`src/rtl/exe_module.sv`:
```
// Execute stage: Val2 generation, ALU with NZCV flags, branch target, status register
// and the EXE/MEM pipeline register.
module exe_module (
   input  logic        clk,
   input  logic        rst,
   input  logic        WB_EN_IN,
   input  logic        MEM_R_EN_IN,
   input  logic        MEM_W_EN_IN,
   input  logic        B,
   input  logic        S,
   input  logic [3:0]  EXE_CMD,
   input  logic [31:0] PC,
   input  logic [31:0] Val_Rn,
   input  logic [31:0] Val_Rm,
   input  logic        imm,
   input  logic [11:0] Shift_operand,
   input  logic [23:0] Signed_imm_24,
   input  logic [3:0]  Dest_IN,
   output logic        WB_EN,
   output logic        MEM_R_EN,
   output logic        MEM_W_EN,
   output logic [31:0] ALU_Res,
   output logic [31:0] Val_Rm_OUT,
   output logic [3:0]  Dest,
   output logic [3:0]  SR,
   output logic        Branch_Taken,
   output logic [31:0] Branch_Address
);

   typedef enum logic [3:0] {
      CMD_MOV = 4'b0001,
      CMD_MVN = 4'b1001,
      CMD_ADD = 4'b0010,
      CMD_ADC = 4'b0011,
      CMD_SUB = 4'b0100,
      CMD_SBC = 4'b0101,
      CMD_AND = 4'b0110,
      CMD_ORR = 4'b0111,
      CMD_EOR = 4'b1000
   } exe_cmd_e;

   logic        r_wb_en, r_mem_r_en, r_mem_w_en;
   logic [31:0] r_alu_res, r_val_rm;
   logic [3:0]  r_dest, r_sr;

   logic [4:0]  w_shamt;
   logic [63:0] w_rm_ror64, w_imm_ror64;
   logic [31:0] w_shifted, w_val2, w_alu_res;
   logic [32:0] w_sum;
   logic        w_cin, w_c, w_v;

   // Rotates done as a right shift of a doubled word; the low half is the rotated value.
   assign w_shamt     = Shift_operand[11:7];
   assign w_rm_ror64  = {Val_Rm, Val_Rm} >> w_shamt;
   assign w_imm_ror64 = {24'b0, Shift_operand[7:0], 24'b0, Shift_operand[7:0]}
                        >> {Shift_operand[11:8], 1'b0};

   always_comb begin
      // NOTE: every combinational output gets a default first so no latch is inferred.
      w_shifted = Val_Rm;
      case (Shift_operand[6:5])
         2'b00:   w_shifted = Val_Rm << w_shamt;
         2'b01:   w_shifted = Val_Rm >> w_shamt;
         2'b10:   w_shifted = $unsigned($signed(Val_Rm) >>> w_shamt);
         default: w_shifted = w_rm_ror64[31:0];
      endcase
   end

   always_comb begin
      w_val2 = w_shifted;
      if (MEM_R_EN_IN || MEM_W_EN_IN) w_val2 = {20'b0, Shift_operand};
      else if (imm)                   w_val2 = w_imm_ror64[31:0];
   end

   assign w_cin = r_sr[1];

   // Logic and move ops leave C and V as they were.
   always_comb begin
      w_sum     = '0;
      w_alu_res = '0;
      w_c       = r_sr[1];
      w_v       = r_sr[0];
      case (EXE_CMD)
         CMD_MOV: w_alu_res = w_val2;
         CMD_MVN: w_alu_res = ~w_val2;
         CMD_AND: w_alu_res = Val_Rn & w_val2;
         CMD_ORR: w_alu_res = Val_Rn | w_val2;
         CMD_EOR: w_alu_res = Val_Rn ^ w_val2;
         CMD_ADD, CMD_ADC: begin
            w_sum     = {1'b0, Val_Rn} + {1'b0, w_val2}
                        + {32'b0, (EXE_CMD == CMD_ADC) && w_cin};
            w_alu_res = w_sum[31:0];
            w_c       = w_sum[32];
            w_v       = (Val_Rn[31] == w_val2[31]) && (w_sum[31] != Val_Rn[31]);
         end
         CMD_SUB, CMD_SBC: begin
            w_sum     = {1'b0, Val_Rn} - {1'b0, w_val2}
                        - {32'b0, (EXE_CMD == CMD_SBC) && !w_cin};
            w_alu_res = w_sum[31:0];
            w_c       = ~w_sum[32];
            w_v       = (Val_Rn[31] != w_val2[31]) && (w_sum[31] != Val_Rn[31]);
         end
         default: w_alu_res = '0;
      endcase
   end

   always_ff @(posedge clk) begin
      // NOTE: all state updates use non-blocking assignments.
      if (rst) begin
         r_wb_en    <= 1'b0;
         r_mem_r_en <= 1'b0;
         r_mem_w_en <= 1'b0;
         r_alu_res  <= '0;
         r_val_rm   <= '0;
         r_dest     <= '0;
         r_sr       <= '0;
      end else begin
         r_wb_en    <= WB_EN_IN;
         r_mem_r_en <= MEM_R_EN_IN;
         r_mem_w_en <= MEM_W_EN_IN;
         r_alu_res  <= w_alu_res;
         r_val_rm   <= Val_Rm;
         r_dest     <= Dest_IN;
         if (S) r_sr <= {w_alu_res[31], (w_alu_res == 32'b0), w_c, w_v};
      end
   end

   assign WB_EN          = r_wb_en;
   assign MEM_R_EN       = r_mem_r_en;
   assign MEM_W_EN       = r_mem_w_en;
   assign ALU_Res        = r_alu_res;
   assign Val_Rm_OUT     = r_val_rm;
   assign Dest           = r_dest;
   assign SR             = r_sr;
   assign Branch_Taken   = B;
   assign Branch_Address = PC + {{6{Signed_imm_24[23]}}, Signed_imm_24, 2'b00};

endmodule

```
`config.mk`:
```
export PLATFORM = sky130hd
export DESIGN_NAME = exe_module
export DESIGN_NICKNAME = d
export VERILOG_FILES = /design/src/rtl/exe_module.sv
export SDC_FILE = /design/constraint.sdc
export NUM_CORES = 1
export LEC_CHECK = 0
export CAP_MARGIN = 10
export CORE_MARGIN = 2
export CORE_UTILIZATION = 50
export DETAILED_ROUTE_END_ITERATION = 8
export PLACE_DENSITY = 0.85
export SETUP_SLACK_MARGIN = 0.1
export SLEW_MARGIN = 20
export SYNTH_ARGS = -nofsm -noshare
export SYNTH_HDL_FRONTEND = slang
export SYNTH_SLANG_ARGS = --single-unit
```
`constraint.sdc`:
```
create_clock -name clk -period 10.15 [get_ports clk]
set_clock_uncertainty 0.1 [all_clocks]
set_input_delay 2.03 -clock clk [delete_from_list [all_inputs] [get_ports clk]]
set_output_delay 2.03 -clock clk [all_outputs]
set_load 0.03 [all_outputs]
```
* After elaboration in Yosys (flattened, before gate mapping)
Cells that the tools add are included.
** Storage, ports and cells
- Bits in registers :: 75
- Bits of input ports :: 148
- Output and inout port bits :: 108
- Logic and storage cells :: 56
** Operators by class
- $add $sub $neg :: 5
- Eq/ne operators :: 15
- Shift-type cells :: 5
- Multiplexer cells :: 6
- Bitwise operators :: 5
- Reductions and logical operators :: 12
** Operators with widths (count)
- $pmux 32 s7 :: 1
- $pmux 32 s3 :: 1
- $mux 32 :: 2
- $shr 64x5->32 :: 1
- $shr 40x5->32 :: 1
- $add 32x32->33 :: 1
- $add 33x1->33 :: 1
- $sub 32x32->33 :: 1
- $sub 33x1->33 :: 1
- $add 32x32->32 :: 1
- $and 32x32->32 :: 1
- $logic_not 32->1 :: 1
- $not 32->32 :: 1
- $or 32x32->32 :: 1
- $shl 32x5->32 :: 1
- $shr 32x5->32 :: 1
- $sshr 32x5->32 :: 1
- $xor 32x32->32 :: 1
- $eq 4x3->1 const B :: 4
- $eq 4x2->1 const B :: 2
- $eq 4x4->1 const B :: 2
- $eq 4x1->1 const B :: 1
- $logic_and 1x1->1 :: 4
- $pmux 1 s2 :: 2
- other kinds (11) :: 14

* Longest topological paths before layout
- Depth after elaboration :: 9
- Depth in mapped cells :: 32

* Worst setup path before layout
OpenSTA, ideal clock, no wires.
- Kind :: input -> register
- Start :: in Shift_operand[7]
- End :: reg r_alu_res[30] (netlist: ALU_Res[30])
- Arrival :: 8.126 ns
- Required time :: 9.935 ns
- Path slack :: 1.810 ns
- Stages :: 29
- Cell sequence :: buf_6 buf_12 buf_12 buf_12 buf_12 mux2i_1 mux4_2 mux2_2 o32ai_1 o21ai_0 nand2_1 xor2_1 ha_1 ha_1 or2_2 fa_1 nand2b_1 a31o_2 a2111oi_0 o2111ai_1 nand2_1 o2111ai_1 a21oi_1 o21ai_0 a211o_1 xnor2_1 nor2_1 a211o_1 and2_1
** Between the ends
- Cells in the longest elaborated chain, start to end :: 7
- Elaborated cells between the ends (all ways) :: 17
- Those cells by class :: 4 x add/sub; 5 x shift; 4 x mux; 4 x bitwise
** RTL lines
- start: declaration :: line 16 : input logic [11:0] Shift_operand,
- $shr 64x5->32, or another cell as far along :: line 54 : assign w_rm_ror64 = {Val_Rm, Val_Rm} >> w_shamt;
- $pmux 32 s3 :: line 61 : case (Shift_operand[6:5])
- $mux 32 :: line 72 : else if (imm) w_val2 = w_imm_ror64[31:0];
- $mux 32 * :: line 71 : if (MEM_R_EN_IN || MEM_W_EN_IN) w_val2 = {20'b0, Shift_operand};
- $sub 32x32->33 or $add 32x32->33 (tied branches) :: line 97, 90
- $sub 33x1->33 or $add 33x1->33 (tied branches) :: line 98, 91
- $pmux 32 s7 * :: line 83 : case (EXE_CMD)
- end signal: assignment :: line 121 : r_alu_res <= w_alu_res;
- end: declaration :: line 43 : logic [31:0] r_alu_res, r_val_rm;
Every way passes the cells marked *; elsewhere a longest branch is shown, timed or not.
A chain may end at the register's enable or synchronous reset.

* Worst setup path in the final report
- Start :: in Val_Rm[30]
- End :: reg r_sr[2] (netlist: SR[2])
** Between the ends
- Cells in the longest elaborated chain, start to end :: 8
- Elaborated cells between the ends (all ways) :: 17
- Those cells by class :: 4 x add/sub; 4 x shift; 4 x mux; 4 x bitwise; 1 x reduce/logical
** RTL lines
- start: declaration :: line 14 : input logic [31:0] Val_Rm,
- $shr 64x5->32, or another cell as far along :: line 54
- $pmux 32 s3 * :: line 61
- $mux 32 * :: line 72
- $mux 32 * :: line 71
- $sub 32x32->33 or $add 32x32->33 (tied branches) :: line 97, 90
- $sub 33x1->33 or $add 33x1->33 (tied branches) :: line 98, 91
- $pmux 32 s7 * :: line 83
- $logic_not 32->1 * :: line 124 : if (S) r_sr <= {w_alu_res[31], (w_alu_res == 32'b0), w_c, w_v};
- end signal: assignment :: line 124
- end: declaration :: line 44 : logic [3:0] r_dest, r_sr;
Marks and branches as above.

==> impl_metrics.csv <==
group,metric,value,unit
cells_and_area,drive_gt1_share,10.75,%
cells_and_area,finalNetCount,2547,
routing,dr.pass1.iters,8,
grt,antenna_found_initial,0,
floorplan,dieArea,0.03299,mm²
place,dpl_cell_area,0.01857,mm²
sta,timing.setup.tns,0,ps
worst_setup_path,timing.rr.end,"SR[2]",
worst_setup_path,start_kind,"input pin",
clocking,cts_root_buffer,"clkbuf_16",
routing,finalWirelength,69330,µm
clocking,cts_tree,"yes",
worst_setup_path,r2r_slack,4540,ps
synthesis,syn-instance-count,2060,
outcome,status,"completed",
synthesis,synth_commonest_cells,"nor2_1 (194), ha_1 (149), a21oi_1 (143)",
power,combPwrFrac,65.1,%
synthesis,synthFlopType,"dfxtp_1",
clocking,cts_resized,0,
place,gp_congestion,1.080,
cells_and_area,seqCellArea,0.001501,mm²
grt,grt_pass1_wl,105100,µm
worst_setup_path,critical-path-top-delay-family,"compound AO/OA/AOI/OAI gates",
clocking,cts_sinks,75,
sta,maxSlewViolCount,0,
cells_and_area,fin_area,0.01884,mm²
worst_setup_path,endpoint,"SR[2]",
clocking,cts_made_buffers,9,
worst_setup_path,endpoint_kind,"flip-flop",
synthesis,ys_types,111,
sta,fin_crit,8901,ps
grt,busiest_layer,"met2",
worst_setup_path,startpoint,"Val_Rm[30]",
routing,first_iter_violations,2677,
worst_setup_path,critPathBufInv,3,
sta,finalHoldViolCount,0,
grt,grt_max_degree,72,
worst_setup_path,crit_top_cell,"nand2_1",
synthesis,netlist_area,0.01578,mm²
clocking,clk_pin_slew_worst_paths,60,ps
routing,via_per_inst,6.943,
power,seq_power_share,17.5,%
sta,finalCritPeriodShare,87.70,%
sta,timing.final.ws_setup,1249,ps
synthesis,yosysMostFrequentCell,"nor2_1",
sta,tightestPinTransition,1096,ps
floorplan,rows,65,
grt,gr-usage-all-layers,41.13,%
routing,routedWlPerCell,26.13,µm
place,hpwlAfterDp,53200,µm
floorplan,start_util,50.39,%
power,power_density,97.90,mW/mm²
sta,slew-limit-headroom,26.40,%
grt,use_met3,8.664,%
sta,max_clock_freq,112.3,MHz
place,io_buffers,249,
floorplan,io_pins,256,
synthesis,syn_avg_cell_area,7.660,µm²
flow_run,drv_cap,0,
power,switching_power,0.0008829,W
clocking,cts_hold_buf,0,
power,power.leakage,7.653,nW
place,dpl_worst_slack,1115,ps
grt,grt-ovfl-total,0,
worst_setup_path,critPathSlowestCell,"clkdlybuf4s50_1",
worst_setup_path,crit_arrival,9100,ps
cells_and_area,area_growth,19.38,%
power,p_int,0.0009611,W
power,p_sw_share,47.88,%
worst_setup_path,cp.required,10350,ps
synthesis,synth_nets,2361,
worst_setup_path,r2r-start,"SR[1]",
synthesis,yosysWarnings,0,
grt,grt_pass1_vias,17620,
synthesis,synthTopCellsByArea,"ha_1 (12%), dfxtp_1 (9.5%), mux4_2 (7.6%)",
clocking,clk_path_buf_depth,2,
synthesis,async_flop_share,0,%
routing,ant_nets,0,
cells_and_area,fill_cells,2762,
floorplan,core-area,0.03131,mm²
clocking,postCtsSetupBuffers,0,
worst_hold_path,hp-class,"reg2reg",
routing,drc,0,
floorplan,fp.dieW,181.6,µm
grt,met2_usage,64.75,%
floorplan,die_h,181.6,µm
synthesis,synth_edf_count,0,
routing,vias,18420,
sta,rsz0062_at_grt,"no",
power,p_clk_share,17.4,%
worst_setup_path,cp.depth,27,
worst_setup_path,criticalPathCategory,"in2reg",
grt,grtUsageMet1,50.93,%
sta,setup_viol,0,
worst_setup_path,cp_max_fo,7,
synthesis,synth-seq-cells,75,
clocking,htree_num_levels,3,
worst_setup_path,slowest_delay,570,ps
power,ir_drop,91.44,µV
synthesis,yosysTopAreaCellShare,11.82,%
synthesis,synth_top_area_cell,"ha_1",
power,p_total,0.001844,W
worst_setup_path,r2r_cells,21,
cells_and_area,diodes,0,
clocking,clkLatencyLatePin,380,ps
cells_and_area,multi_input_area,0.01302,mm²
synthesis,ys_seq_area_share,9.516,%
[final cells by class]
class	instances	share of cell area [%]
flip-flops and latches	75	7.971
repair buffers	321	16.03
well taps	402	2.670
multi-input cells	1699	69.10
inverters	140	2.790
clock inverters	5	0.1993
clock buffers	11	1.235
[routing by layer]
| metal | wire, µm | up-vias | share of wire, % |
|---|---|---|---|
| met5 | 0 | - | 0 |
| met4 | 5353 | 0 | 7.7 |
| met3 | 8026 | 325 | 12 |
| met2 | 30140 | 1374 | 43 |
| met1 | 25800 | 8632 | 37 |
| li1 | - | 8089 | - |
[how the worst min path moves through the flow]
stage / startpoint / end / cells past startpoint
detailed placement: SR[2] / SR[2] / 2
global placement: SR[3] / SR[3] / 2
global route: SR[2] / SR[2] / 2
floorplan: SR[1] / SR[1] / 2
finish: SR[3] / SR[3] / 2
CTS: SR[2] / SR[2] / 2
[state kept, by name, summed over array words and instances, names as in the netlist]
| signal | count |
|---|---|
| ALU_Res | 32 |
| Val_Rm_OUT | 32 |
| Dest | 4 |
| SR | 4 |
| MEM_R_EN | 1 |
| MEM_W_EN | 1 |
| WB_EN | 1 |
[placed cells by master (no fill, tap or decap), types with 17 or more instances in the layout]
master,instances
nor4_1,17
o22ai_1,30
nor2b_1,52
nand3_1,50
a21o_1,23
nor3_1,50
a31oi_1,26
mux2_2,30
nand2b_1,29
nand2_1,141
nor2_1,194
ha_1,149
buf_4,73
dfxtp_1,75
inv_1,136
a211oi_1,22
mux2i_1,75
o211ai_1,34
o21ai_0,113
mux4_2,53
xnor2_1,48
clkdlybuf4s50_1,243
and2_1,29
xor2_1,18
a21oi_1,143
[through the flow]
stage          std cells  util [%]  hold WS [ps]
3_3_place_gp        2637     59.30         406.0
6_report            2653     60.16         424.0
3_5_place_dp        2637     59.30         412.3
2_1_floorplan       2060         -         514.6
5_1_grt             2653     60.16         456.5
4_1_cts             2653     60.16         423.7
[cell families after synthesis]
| logic type | count (synthesis) | share of synthesized area [%] |
|---|---|---|
| AO/OA/AOI/OAI | 637 | 28.06 |
| XOR/XNOR | 66 | 3.663 |
| adder cells (fa/ha/maj) | 153 | 12.32 |
| buffers and inverters | 286 | 8.366 |
| flip-flops | 75 | 9.516 |
| multiplexers | 179 | 17.14 |
| AND/OR/NAND/NOR | 664 | 20.93 |
[power groups by stage]
stage	sequential (W)	clock (W)	combinational, W
4_1_cts	0.000323	0.000324	0.00116
3_3_place_gp	0.000328	0	0.00115
5_1_grt	0.000324	0.000331	0.00127
6_report	0.000322	0.000322	0.00120
3_5_place_dp	0.000329	0	0.00116
2_1_floorplan	0.000372	0	0.000715
[worst reg2reg max path, cell delays in order, from the launching register on]
cell and delay [ps]:
dfxtp_1 410, nor3b_1 440, xor2_1 130, ha_1 320
inv_1 50, ha_1 160, or2_2 310, fa_1 460
nand2b_1 170, a31o_2 300, a2111oi_0 410, buf_4 210
o2111ai_1 160, nand2_1 140, o2111ai_1 190, a21oi_1 260
o21ai_0 220, nand2_1 150, o22ai_1 110, a211oi_1 350
nand3_1 180, o32ai_2 270
Power figures use the tool's default switching activity.
